### src/rtl/vga_fifo_scanout.sv
// VGA scanout engine: timing generator, line-ahead load requests to the FIFO loader,
// and registered gray pixel/sync/blank outputs popped from a show-ahead line FIFO.
module vga_fifo_scanout #(
  parameter int H_ACTIVE         = 1280,
  parameter int H_FP             = 48,
  parameter int H_SYNC           = 112,
  parameter int H_BP             = 248,
  parameter int V_ACTIVE         = 1024,
  parameter int V_FP             = 1,
  parameter int V_SYNC           = 3,
  parameter int V_BP             = 38,
  parameter int REQ_H_POS        = 1280,
  parameter int REQ_PULSE_CYCLES = 4
) (
  input  logic        iCLK,
  input  logic        iRST_N,
  input  logic        iENABLE,
  input  logic [7:0]  iFIFO_RDATA,
  input  logic        iFIFO_EMPTY,
  output logic        oFIFO_REN,
  output logic        oFIFO_CLR,
  output logic [12:0] oVGA_LINE_TO_LOAD,
  output logic        oVGA_LOAD_TO_FIFO_REQ,
  output logic [7:0]  oVGA_R,
  output logic [7:0]  oVGA_G,
  output logic [7:0]  oVGA_B,
  output logic        oVGA_HS,
  output logic        oVGA_VS,
  output logic        oVGA_BLANK_N,
  output logic        oUNDERFLOW
);

  localparam int H_TOTAL = H_ACTIVE + H_FP + H_SYNC + H_BP;
  localparam int V_TOTAL = V_ACTIVE + V_FP + V_SYNC + V_BP;

  localparam logic [10:0] H_LAST     = 11'(H_TOTAL - 1);
  localparam logic [10:0] V_LAST     = 11'(V_TOTAL - 1);
  localparam logic [10:0] H_ACT      = 11'(H_ACTIVE);
  localparam logic [10:0] V_ACT      = 11'(V_ACTIVE);
  localparam logic [10:0] V_LAST_ACT = 11'(V_ACTIVE - 1);
  localparam logic [10:0] H_SYNC_ON  = 11'(H_ACTIVE + H_FP);
  localparam logic [10:0] H_SYNC_OFF = 11'(H_ACTIVE + H_FP + H_SYNC);
  localparam logic [10:0] V_SYNC_ON  = 11'(V_ACTIVE + V_FP);
  localparam logic [10:0] V_SYNC_OFF = 11'(V_ACTIVE + V_FP + V_SYNC);
  localparam logic [10:0] REQ_H      = 11'(REQ_H_POS);
  localparam logic [2:0]  REQ_LOAD   = 3'(REQ_PULSE_CYCLES);

  logic [10:0] hCnt;
  logic [10:0] vCnt;
  logic        enLatched;
  logic [2:0]  reqTimer;
  logic [7:0]  pixel;

  logic active;
  logic hSync;
  logic vSync;
  logic frameStart;
  logic vsyncStart;
  logic reqTrigger;
  logic underrun;

  always_comb begin
    active     = (hCnt < H_ACT) && (vCnt < V_ACT);
    hSync      = (hCnt >= H_SYNC_ON) && (hCnt < H_SYNC_OFF);
    vSync      = (vCnt >= V_SYNC_ON) && (vCnt < V_SYNC_OFF);
    frameStart = (hCnt == 11'd0) && (vCnt == 11'd0);
    vsyncStart = (hCnt == 11'd0) && (vCnt == V_SYNC_ON);
    // Request one line ahead; the last active line has no successor, the last
    // blanking line pre-loads line 0 of the next frame.
    reqTrigger = enLatched && (hCnt == REQ_H) && ((vCnt < V_LAST_ACT) || (vCnt == V_LAST));
    underrun   = active && enLatched && iFIFO_EMPTY;
    oFIFO_REN  = active && enLatched && !iFIFO_EMPTY;
  end

  // NOTE: every register below uses non-blocking assignments so all state
  // updates see the same pre-edge counter values.
  always_ff @(posedge iCLK or negedge iRST_N) begin
    if (!iRST_N) begin
      hCnt      <= '0;
      vCnt      <= '0;
      enLatched <= 1'b0;
    end else begin
      if (hCnt == H_LAST) begin
        hCnt <= '0;
        vCnt <= (vCnt == V_LAST) ? 11'd0 : vCnt + 11'd1;
      end else begin
        hCnt <= hCnt + 11'd1;
      end
      if (frameStart) enLatched <= iENABLE;
    end
  end

  always_ff @(posedge iCLK or negedge iRST_N) begin
    if (!iRST_N) begin
      oVGA_HS      <= 1'b0;
      oVGA_VS      <= 1'b0;
      oVGA_BLANK_N <= 1'b0;
      pixel        <= '0;
      oFIFO_CLR    <= 1'b0;
      oUNDERFLOW   <= 1'b0;
    end else begin
      oVGA_HS      <= hSync;
      oVGA_VS      <= vSync;
      oVGA_BLANK_N <= active;
      pixel        <= oFIFO_REN ? iFIFO_RDATA : 8'd0;
      oFIFO_CLR    <= vsyncStart;
      if (vsyncStart)    oUNDERFLOW <= 1'b0;
      else if (underrun) oUNDERFLOW <= 1'b1;
    end
  end

  // The strobe is stretched so the loader's slower clock domain can sample it.
  always_ff @(posedge iCLK or negedge iRST_N) begin
    if (!iRST_N) begin
      reqTimer          <= '0;
      oVGA_LINE_TO_LOAD <= '0;
    end else if (reqTrigger) begin
      reqTimer          <= REQ_LOAD;
      oVGA_LINE_TO_LOAD <= (vCnt == V_LAST) ? 13'd0 : 13'(vCnt) + 13'd1;
    end else if (reqTimer != 3'd0) begin
      reqTimer <= reqTimer - 3'd1;
    end
  end

  assign oVGA_LOAD_TO_FIFO_REQ = (reqTimer != 3'd0);
  assign oVGA_R = pixel;
  assign oVGA_G = pixel;
  assign oVGA_B = pixel;

endmodule
### config.mk
export PLATFORM = sky130hd
export DESIGN_NAME = vga_fifo_scanout
export DESIGN_NICKNAME = d
export VERILOG_FILES = /design/src/rtl/vga_fifo_scanout.sv
export SDC_FILE = /design/constraint.sdc
export NUM_CORES = 1
export LEC_CHECK = 0
export CAP_MARGIN = 20
export CELL_PAD_IN_SITES_DETAIL_PLACEMENT = 0
export CELL_PAD_IN_SITES_GLOBAL_PLACEMENT = 1
export CORE_MARGIN = 5
export CORE_UTILIZATION = 25
export CTS_BUF_LIST = sky130_fd_sc_hd__clkbuf_4 sky130_fd_sc_hd__clkbuf_8
export DETAILED_ROUTE_END_ITERATION = 10
export GPL_TIMING_DRIVEN = 0
export PLACE_DENSITY_LB_ADDON = 0.1
export SKIP_LAST_GASP = 1
export SYNTH_ARGS = -nofsm -noshare
export SYNTH_HDL_FRONTEND = slang
export SYNTH_SLANG_ARGS = --single-unit
### constraint.sdc
create_clock -name iCLK -period 4.1 [get_ports iCLK]
set_input_delay 0.82 -clock iCLK [delete_from_list [all_inputs] [get_ports iCLK]]
set_output_delay 0.82 -clock iCLK [all_outputs]
set_load 0.03 [all_outputs]
==> results.tsv <==
stage	metric	value	unit
clock_tree	cts_root_buffer	clkbuf_8	
flow_run	max_cap_violations	0	
sta	fmax	0.275	GHz
clock_tree	cts_hold_buffers	0	
synth	ys_types	50	
placement	dpl-instance-area	3380	um^2
pwr	p_int	0.664	mW
synth	ys_seq_elements	51	
synth	synthesis.area	2640	um^2
clock_tree	cts_tree	yes	
hold_path	hp-class	reg -> reg	
clock_tree	cts_buffers	5	
pwr	peakVddDrop	0.000112	V
synth	synthFlopType	dfrtp_1	
detailed_routing	vias	1909	
synth	synth_top_area_cell	dfrtp_1	
worst_setup_path	path_delay_family	buffers and inverters	
placement	numPortBuffers	54	
grt	antenna_found_initial	0	
floorplanning	ioPinCount	56	
synth	synth-async-reset-ratio	100	%
worst_setup_path	cp_data_arrival_time	2820	ps
clock_tree	post_cts_buffers	0	
detailed_routing	ant_nets	0	
clock_tree	clk_pin_slew	80	ps
worst_setup_path	crit_path_start_kind	input pin	
synth	synth_edf_count	0	
clock_tree	post_cts_resized	0	
sta	clock_skew	8.58	ps
placement	hpwlAfterDp	4460	um
clock_tree	clock_latency	300	ps
layout	layout_commonest_cell	clkdlybuf4s50_1	
detailed_routing	routed_wl	6010	um
synth	ys_seq_area_share	48.3	%
worst_setup_path	rr_worst_depth	7	
worst_setup_path	r2r_start	hCnt[0]	
sta	worst_pin_slew	643	ps
pwr	powerDensity	251	nW/um^2
clock_tree	clockBufferDepth	2	
floorplanning	start_util	25.6	%
detailed_routing	drtPass1Iterations	4	
worst_setup_path	timing.rr.end	oVGA_LINE_TO_LOAD[8]	
detailed_routing	drt_iter0_drc	92	
grt	grt_pass1_vias	1935	
layout	layout_common_cells	53 x clkdlybuf4s50_1, 51 x dfrtp_1, 18 x buf_4, 16 x nor2_1, 11 x xor2_1	
synth	yosysTopAreaCellShare	48.3	%
floorplanning	rows	37	
worst_setup_path	critPathBufInv	3	
sta	period_needed	3640	ps
grt	grt-ovfl-total	0	
worst_setup_path	endpoint_kind	output pin	
worst_setup_path	r2r_slack	1960	ps
detailed_routing	drc	0	
layout	drive_gt1_share	17.2	%
worst_setup_path	cp_max_fo	7	
pwr	comb_power_share	8.8	%
synth	synthCells	241	
worst_setup_path	crit_chain	clkdlybuf4s50_1, nor4b_1, clkdlybuf4s18_2, clkdlybuf4s50_1	
pwr	power_frac_seq	58.7	%
layout	fin_nets	323	
floorplanning	fp.dieW	113	um
sta	slew-limit-headroom	57.1	%
worst_setup_path	crit_path_top_delay_cell	clkdlybuf4s50_1	
placement	place_congestion	0.717	
sta	setup_viol	0	
layout	fillCellCount	1064	
worst_setup_path	crit_top_cell	clkdlybuf4s50_1	
clock_tree	h-tree-depth	2	
grt	grt_max_degree	28	
worst_setup_path	path_class	in -> out	
clock_tree	cts_sinks	51	
synth	syn_nets	260	
hold_path	hold-path-endpoint	oVGA_LINE_TO_LOAD[2]	
floorplanning	core_area	10300	um^2
synth	ys_top_cells_by_area	dfrtp_1 48%, buf_4 5.1%, xor2_1 3.6%	
hold_path	worstHoldStart	oVGA_LINE_TO_LOAD[2]	
pwr	power_frac_clock	32.5	%
pwr	total_power	0.866	mW
synth	syn_area_per_cell	11.0	um^2
layout	design_area	3450	um^2
sta	rsz0062_at_grt	false	
synth	yosysWarningCount	0	
worst_setup_path	crit_required	3280	ps
detailed_routing	avgRoutedWirePerCell	13.7	um
worst_setup_path	critical_path_cell_count	4	
layout	finalCoreUtilization	33.5	%
layout	syn_to_final_growth	30.7	%
detailed_routing	viasPerCell	4.35	
floorplanning	dieArea	12700	um^2
worst_setup_path	slowest_delay	680	ps
pwr	switching_share	23.4	%
hold_path	hold_depth	1	
outcome	outcome	completed	
grt	grt_pass1_wl	10100	um
layout	num_antenna_cells	0	
sta	report.final.hold_viol_count	0	
pwr	power.switching	0.202	mW
sta	slew_viol_final	0	
pwr	leakage	1.63	nW
floorplanning	dieHeight	113	um
sta	finalCritPeriodShare	88.7	%
sta	tns	0	ps
grt	grt_use_total	9.93	%
## power groups by stage
stage / clock [mW] / combinational (mW) / sequential, mW
after floorplan: 0 / 0.0279 / 0.525
after global placement: 0 / 0.0753 / 0.519
after detailed placement: 0 / 0.0784 / 0.519
after CTS: 0.304 / 0.0785 / 0.509
after global routing: 0.324 / 0.0825 / 0.509
final: 0.281 / 0.0763 / 0.509
## registers in the layout (all words and copies together), names as in the netlist
signal             count
oVGA_LINE_TO_LOAD     12
hCnt                  11
vCnt                  11
reqTimer               3
oUNDERFLOW             1
enLatched              1
oVGA_BLANK_N           1
oFIFO_CLR              1
oVGA_HS                1
oVGA_B                 8
oVGA_VS                1
## cells by family after synthesis
| kind of cell | after synthesis | share of synthesized area [%] |
|---|---|---|
| AO/OA/AOI/OAI | 24 | 6.58 |
| buffers and inverters | 40 | 9.61 |
| flip-flops | 51 | 48.3 |
| AND/OR/NAND/NOR | 87 | 20.8 |
| adder cells (fa/ha/maj) | 7 | 3.31 |
| other | 1 | 0.142 |
| XOR/XNOR | 21 | 6.96 |
| multiplexers | 10 | 4.31 |
## worst register-to-register path, cell delays in order (launching register included)
cell     delay (ps)
dfrtp_1         430
inv_1            70
ha_1            140
nor4b_2         320
nand4_1         310
a21o_4          320
buf_6           150
mux2_4          290
## worst max-delay path by stage
stage	startpoint	to	slack, ps
floorplan	iFIFO_EMPTY	oFIFO_REN	1040
global placement	iFIFO_EMPTY	oFIFO_REN	-20
detailed placement	iFIFO_EMPTY	oFIFO_REN	400
CTS	iFIFO_EMPTY	oFIFO_REN	400
global route	iFIFO_EMPTY	oFIFO_REN	320
finish	iFIFO_EMPTY	oFIFO_REN	460
## metal layers
layer / track usage (%) / share of wire, % / up-vias
li1: - / - / 948
met1: 14.2 / 51 / 900
met2: 14.8 / 43 / 57
met3: 2.25 / 5.5 / 4
met4: 3.37 / 1.2 / 0
met5: 0 / 0 / -
## synth_stat cells (2+ instances only)
cell type	instances
a21o_1	4
a21oi_1	2
a31oi_1	3
and2_1	10
and3_1	4
and4_1	5
buf_2	5
buf_4	18
buf_6	4
clkbuf_1	3
dfrtp_1	51
ha_1	7
inv_1	10
mux2_2	7
mux2i_1	2
nand2_1	10
nand3_1	8
nand4_1	7
nor2_1	16
nor3_1	5
nor4_1	5
o21ai_0	6
or3_1	3
xnor2_1	10
xor2_1	11
## through the flow
stage               std cells  worst slack [ps]  hold WS (ps)
detailed placement        433               401           477
finish                    439               462           496
global placement          431             -16.4           469
floorplan                 241              1040           468
CTS                       439               399           500
global route              439               320           524
## cell type report
type,count,area [um^2],share of cell area (%)
flip-flops and latches,51,1280,36.9
multi-input cells,150,1110,32.2
repair buffers,56,566,16.4
plain buffers,30,216,6.27
well taps,136,170,4.93
clock buffers,6,76.3,2.21
inverters,10,37.5,1.09
No activity file was read; power rests on OpenSTA's default activity.
